$ cat src/rtl/rat_pipe_pkg.sv
// Shared types for the pipeline hazard logic: scoreboard entry, forwarding
// select, interrupt FSM state and the RAW compare helper.
package rat_pipe_pkg;

  localparam int RF_ADDR_W = 5;

  typedef struct packed {
    logic                 valid;
    logic                 rf_wr;
    logic [RF_ADDR_W-1:0] wr_addr;
    logic                 is_load;
    logic                 flg_wr;
  } sb_entry_t;

  typedef enum logic [1:0] {
    FWD_RF = 2'b00,
    FWD_EX = 2'b01,
    FWD_WB = 2'b10
  } fwd_sel_t;

  typedef enum logic [1:0] {
    ST_IDLE,
    ST_DRAIN,
    ST_INJECT
  } int_state_t;

  function automatic logic raw_match(input logic used,
                                     input logic [RF_ADDR_W-1:0] src,
                                     input sb_entry_t e);
    return used & e.valid & e.rf_wr & (src == e.wr_addr);
  endfunction

endpackage

$ cat src/rtl/hazard_unit_if.sv
// Decode-side hazard interface: the pipeline (master) presents the decoded
// instruction and events, the hazard unit (slave) returns control and selects.
interface hazard_unit_if #(
  parameter int STALL_CNT_W = 16
);
  import rat_pipe_pkg::*;

  logic                   id_valid;
  logic [RF_ADDR_W-1:0]   id_x_addr;
  logic [RF_ADDR_W-1:0]   id_y_addr;
  logic                   id_x_used;
  logic                   id_y_used;
  logic                   id_rf_wr;
  logic [RF_ADDR_W-1:0]   id_wr_addr;
  logic                   id_is_load;
  logic                   id_flg_rd;
  logic                   id_flg_wr;
  logic                   ex_branch_taken;
  logic                   int_req;
  logic                   int_en;

  logic                   stall;
  logic                   nop;
  logic                   flush_if;
  logic                   int_inject;
  fwd_sel_t               fwd_x_sel;
  fwd_sel_t               fwd_y_sel;
  logic [STALL_CNT_W-1:0] stall_cnt;

  modport master (
    output id_valid, id_x_addr, id_y_addr, id_x_used, id_y_used,
           id_rf_wr, id_wr_addr, id_is_load, id_flg_rd, id_flg_wr,
           ex_branch_taken, int_req, int_en,
    input  stall, nop, flush_if, int_inject, fwd_x_sel, fwd_y_sel, stall_cnt
  );

  modport slave (
    input  id_valid, id_x_addr, id_y_addr, id_x_used, id_y_used,
           id_rf_wr, id_wr_addr, id_is_load, id_flg_rd, id_flg_wr,
           ex_branch_taken, int_req, int_en,
    output stall, nop, flush_if, int_inject, fwd_x_sel, fwd_y_sel, stall_cnt
  );

endinterface

$ cat src/rtl/hazard_scoreboard.sv
// Two-entry scoreboard mirroring the EX and WB stages; a bubble is captured
// whenever the ID/EX register is being nopped.
module hazard_scoreboard
  import rat_pipe_pkg::*;
(
  input  logic      clk,
  input  logic      rst,
  input  logic      capture,
  input  sb_entry_t id_entry,
  output sb_entry_t ex_entry,
  output sb_entry_t wb_entry
);

  // ID -> EX -> WB; only the valid bits need a reset value
  always_ff @(posedge clk) begin
    wb_entry       <= ex_entry;
    ex_entry       <= id_entry;
    ex_entry.valid <= id_entry.valid & capture;
    if (rst) begin
      ex_entry.valid <= 1'b0;
      wb_entry.valid <= 1'b0;
    end
  end

endmodule

$ cat src/rtl/hazard_unit.sv
// Pipeline hazard unit: RAW/flag stall detection, branch flush, interrupt
// drain/inject FSM and stall counter. Define HAZARD_FORWARD_EN for forwarding.
module hazard_unit
  import rat_pipe_pkg::*;
#(
  parameter int STALL_CNT_W = 16
) (
  input logic          clk,
  input logic          rst,
  hazard_unit_if.slave hz
);

  localparam logic [STALL_CNT_W-1:0] CNT_MAX = '1;

  sb_entry_t              id_entry;
  sb_entry_t              ex_entry;
  sb_entry_t              wb_entry;
  int_state_t             state;
  int_state_t             state_nxt;
  logic [STALL_CNT_W-1:0] stall_cnt;
  logic                   x_ex, x_wb, y_ex, y_wb;
  logic                   data_hazard;
  logic                   flag_hazard;
  logic                   stall, nop, flush_if, int_inject;
  fwd_sel_t               fwd_x, fwd_y;
  logic                   unused_fields;

  assign id_entry = '{valid:   hz.id_valid,
                      rf_wr:   hz.id_rf_wr,
                      wr_addr: hz.id_wr_addr,
                      is_load: hz.id_is_load,
                      flg_wr:  hz.id_flg_wr};

  hazard_scoreboard u_scoreboard (
    .clk      (clk),
    .rst      (rst),
    .capture  (~nop),
    .id_entry (id_entry),
    .ex_entry (ex_entry),
    .wb_entry (wb_entry)
  );

  assign x_ex = raw_match(hz.id_x_used, hz.id_x_addr, ex_entry);
  assign x_wb = raw_match(hz.id_x_used, hz.id_x_addr, wb_entry);
  assign y_ex = raw_match(hz.id_y_used, hz.id_y_addr, ex_entry);
  assign y_wb = raw_match(hz.id_y_used, hz.id_y_addr, wb_entry);

  // Flags are written in EX, so only the EX entry can hold a pending update
  assign flag_hazard = hz.id_flg_rd & ex_entry.valid & ex_entry.flg_wr;

`ifdef HAZARD_FORWARD_EN
  // Load data only exists in WB, so a load in EX cannot feed the ALU yet
  always_comb begin
    data_hazard = (x_ex | y_ex) & ex_entry.is_load;
    fwd_x = FWD_RF;
    fwd_y = FWD_RF;
    if (x_ex && !ex_entry.is_load) fwd_x = FWD_EX;
    else if (x_wb)                 fwd_x = FWD_WB;
    if (y_ex && !ex_entry.is_load) fwd_y = FWD_EX;
    else if (y_wb)                 fwd_y = FWD_WB;
  end
`else
  assign data_hazard = x_ex | x_wb | y_ex | y_wb;
  assign fwd_x       = FWD_RF;
  assign fwd_y       = FWD_RF;
`endif

  always_ff @(posedge clk) begin
    if (rst) state <= ST_IDLE;
    else     state <= state_nxt;
  end

  always_comb begin
    state_nxt = state;
    case (state)
      ST_IDLE:   if (hz.int_req && hz.int_en) state_nxt = ST_DRAIN;
      ST_DRAIN:  if (!ex_entry.valid && !wb_entry.valid) state_nxt = ST_INJECT;
      ST_INJECT: state_nxt = ST_IDLE;
      default:   state_nxt = ST_IDLE;
    endcase
  end

  // A taken branch overrides any stall, including the drain stall
  always_comb begin
    stall      = 1'b0;
    nop        = 1'b0;
    flush_if   = 1'b0;
    int_inject = 1'b0;
    if (!rst) begin
      if (state == ST_INJECT) begin
        int_inject = 1'b1;
        stall      = 1'b1;
      end else if (hz.ex_branch_taken) begin
        flush_if = 1'b1;
        nop      = 1'b1;
      end else if (state == ST_DRAIN || data_hazard || flag_hazard) begin
        stall = 1'b1;
        nop   = 1'b1;
      end
    end
  end

  always_ff @(posedge clk) begin
    if (rst)
      stall_cnt <= '0;
    else if (stall && stall_cnt != CNT_MAX)
      stall_cnt <= stall_cnt + STALL_CNT_W'(1);
  end

  assign hz.stall      = stall;
  assign hz.nop        = nop;
  assign hz.flush_if   = flush_if;
  assign hz.int_inject = int_inject;
  assign hz.fwd_x_sel  = rst ? FWD_RF : fwd_x;
  assign hz.fwd_y_sel  = rst ? FWD_RF : fwd_y;
  assign hz.stall_cnt  = stall_cnt;

  assign unused_fields = ^{wb_entry.is_load, wb_entry.flg_wr, ex_entry.is_load};

endmodule

$ cat src/flat_wrapper.sv
// flat-port wrapper written by rule: the top's interface ports become plain ports
module hazard_unit_flat import rat_pipe_pkg::*;
#(
  parameter int STALL_CNT_W = 16
)
  (clk, rst, hz_id_valid, hz_id_x_addr, hz_id_y_addr, hz_id_x_used, hz_id_y_used, hz_id_rf_wr, hz_id_wr_addr, hz_id_is_load, hz_id_flg_rd, hz_id_flg_wr, hz_ex_branch_taken, hz_int_req, hz_int_en, hz_stall, hz_nop, hz_flush_if, hz_int_inject, hz_fwd_x_sel, hz_fwd_y_sel, hz_stall_cnt);
  hazard_unit_if #(.STALL_CNT_W(STALL_CNT_W)) hz_i ();
  input logic clk;
  input logic rst;
  input wire logic [$bits(hz_i.id_valid)-1:0] hz_id_valid;
  input wire logic [$bits(hz_i.id_x_addr)-1:0] hz_id_x_addr;
  input wire logic [$bits(hz_i.id_y_addr)-1:0] hz_id_y_addr;
  input wire logic [$bits(hz_i.id_x_used)-1:0] hz_id_x_used;
  input wire logic [$bits(hz_i.id_y_used)-1:0] hz_id_y_used;
  input wire logic [$bits(hz_i.id_rf_wr)-1:0] hz_id_rf_wr;
  input wire logic [$bits(hz_i.id_wr_addr)-1:0] hz_id_wr_addr;
  input wire logic [$bits(hz_i.id_is_load)-1:0] hz_id_is_load;
  input wire logic [$bits(hz_i.id_flg_rd)-1:0] hz_id_flg_rd;
  input wire logic [$bits(hz_i.id_flg_wr)-1:0] hz_id_flg_wr;
  input wire logic [$bits(hz_i.ex_branch_taken)-1:0] hz_ex_branch_taken;
  input wire logic [$bits(hz_i.int_req)-1:0] hz_int_req;
  input wire logic [$bits(hz_i.int_en)-1:0] hz_int_en;
  output wire logic [$bits(hz_i.stall)-1:0] hz_stall;
  output wire logic [$bits(hz_i.nop)-1:0] hz_nop;
  output wire logic [$bits(hz_i.flush_if)-1:0] hz_flush_if;
  output wire logic [$bits(hz_i.int_inject)-1:0] hz_int_inject;
  output wire logic [$bits(hz_i.fwd_x_sel)-1:0] hz_fwd_x_sel;
  output wire logic [$bits(hz_i.fwd_y_sel)-1:0] hz_fwd_y_sel;
  output wire logic [$bits(hz_i.stall_cnt)-1:0] hz_stall_cnt;
  assign hz_i.id_valid = hz_id_valid;
  assign hz_i.id_x_addr = hz_id_x_addr;
  assign hz_i.id_y_addr = hz_id_y_addr;
  assign hz_i.id_x_used = hz_id_x_used;
  assign hz_i.id_y_used = hz_id_y_used;
  assign hz_i.id_rf_wr = hz_id_rf_wr;
  assign hz_i.id_wr_addr = hz_id_wr_addr;
  assign hz_i.id_is_load = hz_id_is_load;
  assign hz_i.id_flg_rd = hz_id_flg_rd;
  assign hz_i.id_flg_wr = hz_id_flg_wr;
  assign hz_i.ex_branch_taken = hz_ex_branch_taken;
  assign hz_i.int_req = hz_int_req;
  assign hz_i.int_en = hz_int_en;
  assign hz_stall = hz_i.stall;
  assign hz_nop = hz_i.nop;
  assign hz_flush_if = hz_i.flush_if;
  assign hz_int_inject = hz_i.int_inject;
  assign hz_fwd_x_sel = hz_i.fwd_x_sel;
  assign hz_fwd_y_sel = hz_i.fwd_y_sel;
  assign hz_stall_cnt = hz_i.stall_cnt;
  hazard_unit #(.STALL_CNT_W(STALL_CNT_W)) u_core (.clk(clk), .rst(rst), .hz(hz_i));
endmodule
$ cat config.mk
export PLATFORM = sky130hd
export DESIGN_NAME = hazard_unit_flat
export DESIGN_NICKNAME = d
export VERILOG_FILES = /design/src/rtl/rat_pipe_pkg.sv /design/src/rtl/hazard_unit_if.sv /design/src/rtl/hazard_scoreboard.sv /design/src/rtl/hazard_unit.sv /design/src/flat_wrapper.sv
export SDC_FILE = /design/constraint.sdc
export NUM_CORES = 1
export LEC_CHECK = 0
export ABC_CLOCK_PERIOD_IN_PS = 3600
export BUFFER_PORTS_ARGS = -buffer_cell sky130_fd_sc_hd__buf_2
export CAP_MARGIN = 20
export CORE_MARGIN = 3
export CORE_UTILIZATION = 43
export DETAILED_ROUTE_END_ITERATION = 8
export PLACE_DENSITY = 0.74
export SYNTH_ARGS = -nofsm -noshare
export SYNTH_HDL_FRONTEND = slang
export SYNTH_SLANG_ARGS = --single-unit
$ cat constraint.sdc
create_clock -name clk -period 3.6 [get_ports clk]
set_clock_uncertainty 0.05 [all_clocks]
set_input_delay 0.36 -clock clk [delete_from_list [all_inputs] [get_ports clk]]
set_output_delay 0.36 -clock clk [all_outputs]
set_load 0.05 [all_outputs]
==> impl_metrics.env <==
export IMPL_status="completed"
export IMPL_min_delay_start="hz_id_wr_addr[4]"
export IMPL_first_global_vias=1212
export IMPL_layout_drive_gt1_share=0.289
export IMPL_startpoint_type="flop"
export IMPL_async_flop_share=0
export IMPL_synthTopCellsByArea="dfxtp_1 39%, xor2_1 8.3%, nor2b_1 4.4%"
export IMPL_cap_violations=0
export IMPL_numClockSinks=33
export IMPL_gp_congestion=0.813
export IMPL_drc=0
export IMPL_grt_max_degree=32
export IMPL_p_leak_uw=0.000891
export IMPL_seq_area_frac_synth=0.390
export IMPL_finalNetCount=255
export IMPL_setup_total_negative_slack_ns=0
export IMPL_synth_most_common_cell="dfxtp_1"
export IMPL_ff2ff_setup_slack_ns=1.49
export IMPL_synth_edf_count=0
export IMPL_cp_end_kind="primary output"
export IMPL_fin_area_mm2=0.00202
export IMPL_ir_drop_mv=0.253
export IMPL_antenna_found_initial=0
export IMPL_synth_top_area_cell="dfxtp_1"
export IMPL_cp_arrival_ns=2.16
export IMPL_fill_cells=359
export IMPL_fin_crit_sh=0.715
export IMPL_via_count=1393
export IMPL_start_util=0.456
export IMPL_grtUsageTotal=0.155
export IMPL_r2r_start="u_core.u_scoreboard.wb_entry[6]$_DFF_P_"
export IMPL_ctsHoldBuffers=0
export IMPL_clockRootBuffer="clkbuf_8"
export IMPL_worst_setup_path_type="reg2out"
export IMPL_dp_hpwl_mm=2.52
export IMPL_cts_buffers_inserted=5
export IMPL_portBuffers=45
export IMPL_crit_required_ns=3.19
export IMPL_fp_row_count=22
export IMPL_drt_total_wl_mm=3.36
export IMPL_hold_depth=1
export IMPL_cts_tree="built"
export IMPL_cts_setup_buffers=0
export IMPL_ys_top_cells_by_count="33 x dfxtp_1, 16 x xor2_1, 12 x nor2_1, 12 x nor2b_1, 11 x a21oi_1"
export IMPL_first_iter_violations=102
export IMPL_cp_slowest_cell="and4_1"
export IMPL_synthFlopType="dfxtp_1"
export IMPL_yosys_area_top_type_share=0.390
export IMPL_worst_pin_slew_ns=0.562
export IMPL_netlist_instances=182
export IMPL_cts_repair_resized=0
export IMPL_finalHoldViolations=0
export IMPL_worstPathCellList="xor2_1 > nor4_1 > a41oi_1 > and4_1 > a21oi_1 > buf_2"
export IMPL_dieWidth_um=68.8
export IMPL_routedWlPerCell_um=12.2
export IMPL_core_area_mm2=0.00372
export IMPL_synthDistinctLibCells=40
export IMPL_setup_viol=0
export IMPL_cts_reportedPaths_clkPinSlew_ns=0.07
export IMPL_antenna_left=0
export IMPL_syn2layout_area_growth_pct=19.0
export IMPL_period_needed_ns=2.57
export IMPL_rsz0062_at_grt="no"
export IMPL_dieArea_mm2=0.00473
export IMPL_power_density_mw_per_mm2=386
export IMPL_drtPass1Iterations=5
export IMPL_chipHeight_um=68.8
export IMPL_ys_ff_latch=33
export IMPL_ys_warn_count=0
export IMPL_max_freq_ghz=0.389
export IMPL_grt_first_pass_wirelength_mm=5.42
export IMPL_multi_input_area_um2=950
export IMPL_overflow=0
export IMPL_regArea_um2=661
export IMPL_max_stage_delay_ns=0.42
export IMPL_hp_class="in2reg"
export IMPL_ioPinCount=51
export IMPL_syn_avg_cell_area_um2=9.31
export IMPL_ff2ff_path_depth=6
export IMPL_place_area_mm2=0.00191
export IMPL_cp_max_fo=15
export IMPL_maxSlewHeadroom=0.625
export IMPL_crit_end="hz_stall"
export IMPL_netlist_area_mm2=0.00169
export IMPL_instances_no_fill=276
export IMPL_cts_buffer_depth=2
export IMPL_clkLatencyLatePin_ns=0.28
export IMPL_regToRegEndpoint="u_core.hz.stall_cnt[15]$_SDFFE_PP0P_"
export IMPL_viasPerCell=5.05
export IMPL_n_antenna_cell=0
export IMPL_h_tree_depth=2
export IMPL_dp_cells=268
export IMPL_crit_start="u_core.u_scoreboard.wb_entry[6]$_DFF_P_"
export IMPL_drv_slew=0
metal layers:
layer / GRT usage / up-vias / part of all wire
met5: 0 / - / 0
met1: 0.209 / 624 / 0.48
met2: 0.219 / 40 / 0.43
met4: 0.0827 / 0 / 0.023
li1: - / 720 / -
met3: 0.0454 / 9 / 0.066
power by group:
group	internal [uW]	switching, uW
Combinational	32.4	54.7
Clock	173	133
Sequential	376	8.99
Total	581	197
state kept, by name, summed over array words and instances, names as in the netlist:
register                      flops
u_core.hz.stall_cnt              16
u_core.state                      2
u_core.u_scoreboard.ex_entry      8
u_core.u_scoreboard.wb_entry      7
per-stage QoR:
stage	setup slack, ns	utilization	hold WS, ns	power [uW]
after global placement	1.19	0.515	0.280	478
after CTS	1.01	0.542	0.121	785
after global routing	0.842	0.542	0.117	808
after floorplan	1.06	-	0.273	458
final	1.03	0.542	0.128	778
after detailed placement	1.18	0.515	0.282	480
worst max-delay path, delay by kind of cell, from the launching register on:
kind / cells / cell delay (ns)
xor gates and xnor gates: 1 / 0.16
DFF: 1 / 0.33
AOI/OAI and AO/OA: 2 / 0.40
and+or+nand+nor: 2 / 0.70
buffers and inverters: 1 / 0.29
cells by family (layout without fill, tap and decap cells):
| group | after synthesis | in the layout | share of synthesized area |
|---|---|---|---|
| AOI/OAI and AO/OA | 26 | 26 | 0.102 |
| xor gates and xnor gates | 20 | 20 | 0.103 |
| adders and majority gates | 1 | 1 | 0.00738 |
| buffers and inverters | 14 | 57 | 0.0561 |
| DFF | 33 | 33 | 0.390 |
| muxes | 15 | 15 | 0.0953 |
| other | 1 | 4 | 0.00221 |
| and+or+nand+nor | 72 | 72 | 0.244 |
how the worst min path moves through the flow:
stage / end / slack (ns)
floorplan: u_core.u_scoreboard.wb_entry[7]$_DFF_P_ / 0.27
global placement: u_core.u_scoreboard.wb_entry[7]$_DFF_P_ / 0.28
detailed placement: u_core.u_scoreboard.wb_entry[7]$_DFF_P_ / 0.28
CTS: u_core.u_scoreboard.ex_entry[4]$_DFF_P_ / 0.12
global route: u_core.u_scoreboard.ex_entry[6]$_DFF_P_ / 0.12
finish: u_core.u_scoreboard.ex_entry[6]$_DFF_P_ / 0.13
cell type report:
| cell class | instances | share of cell area |
|---|---|---|
| Multi-Input combinational cell | 138 | 0.471 |
| Sequential cell | 33 | 0.328 |
| Timing Repair Buffer | 46 | 0.115 |
| Clock buffer | 7 | 0.0478 |
| Tap cell | 48 | 0.0298 |
| Inverter | 3 | 0.00559 |
| Clock inverter | 1 | 0.00248 |
cell usage in the layout (no fill, tap or decap), drive strengths merged:
cell    synthesis  layout
a21o            1       1
and3b           1       1
clkbuf          2       7
nand4          10      10
a31oi           1       1
mux2i           6       6
xor2           16      16
nor4            4       4
ha              1       1
nand3b          1       1
buf             9      46
dfxtp          33      33
o21a            1       1
nand3          10      10
nor2           12      12
clkinv          0       1
nand2           3       3
inv             3       3
o21ai           6       6
nand2b          9       9
and2            3       3
conb            1       4
a211o           1       1
a211oi          1       1
and4            2       2
a21oi          14      14
or4             1       1
nor3            1       1
a41oi           1       1
nor2b          12      12
xnor2           4       4
mux2            9       9
and3            3       3
Power figures use the tool's default switching activity.
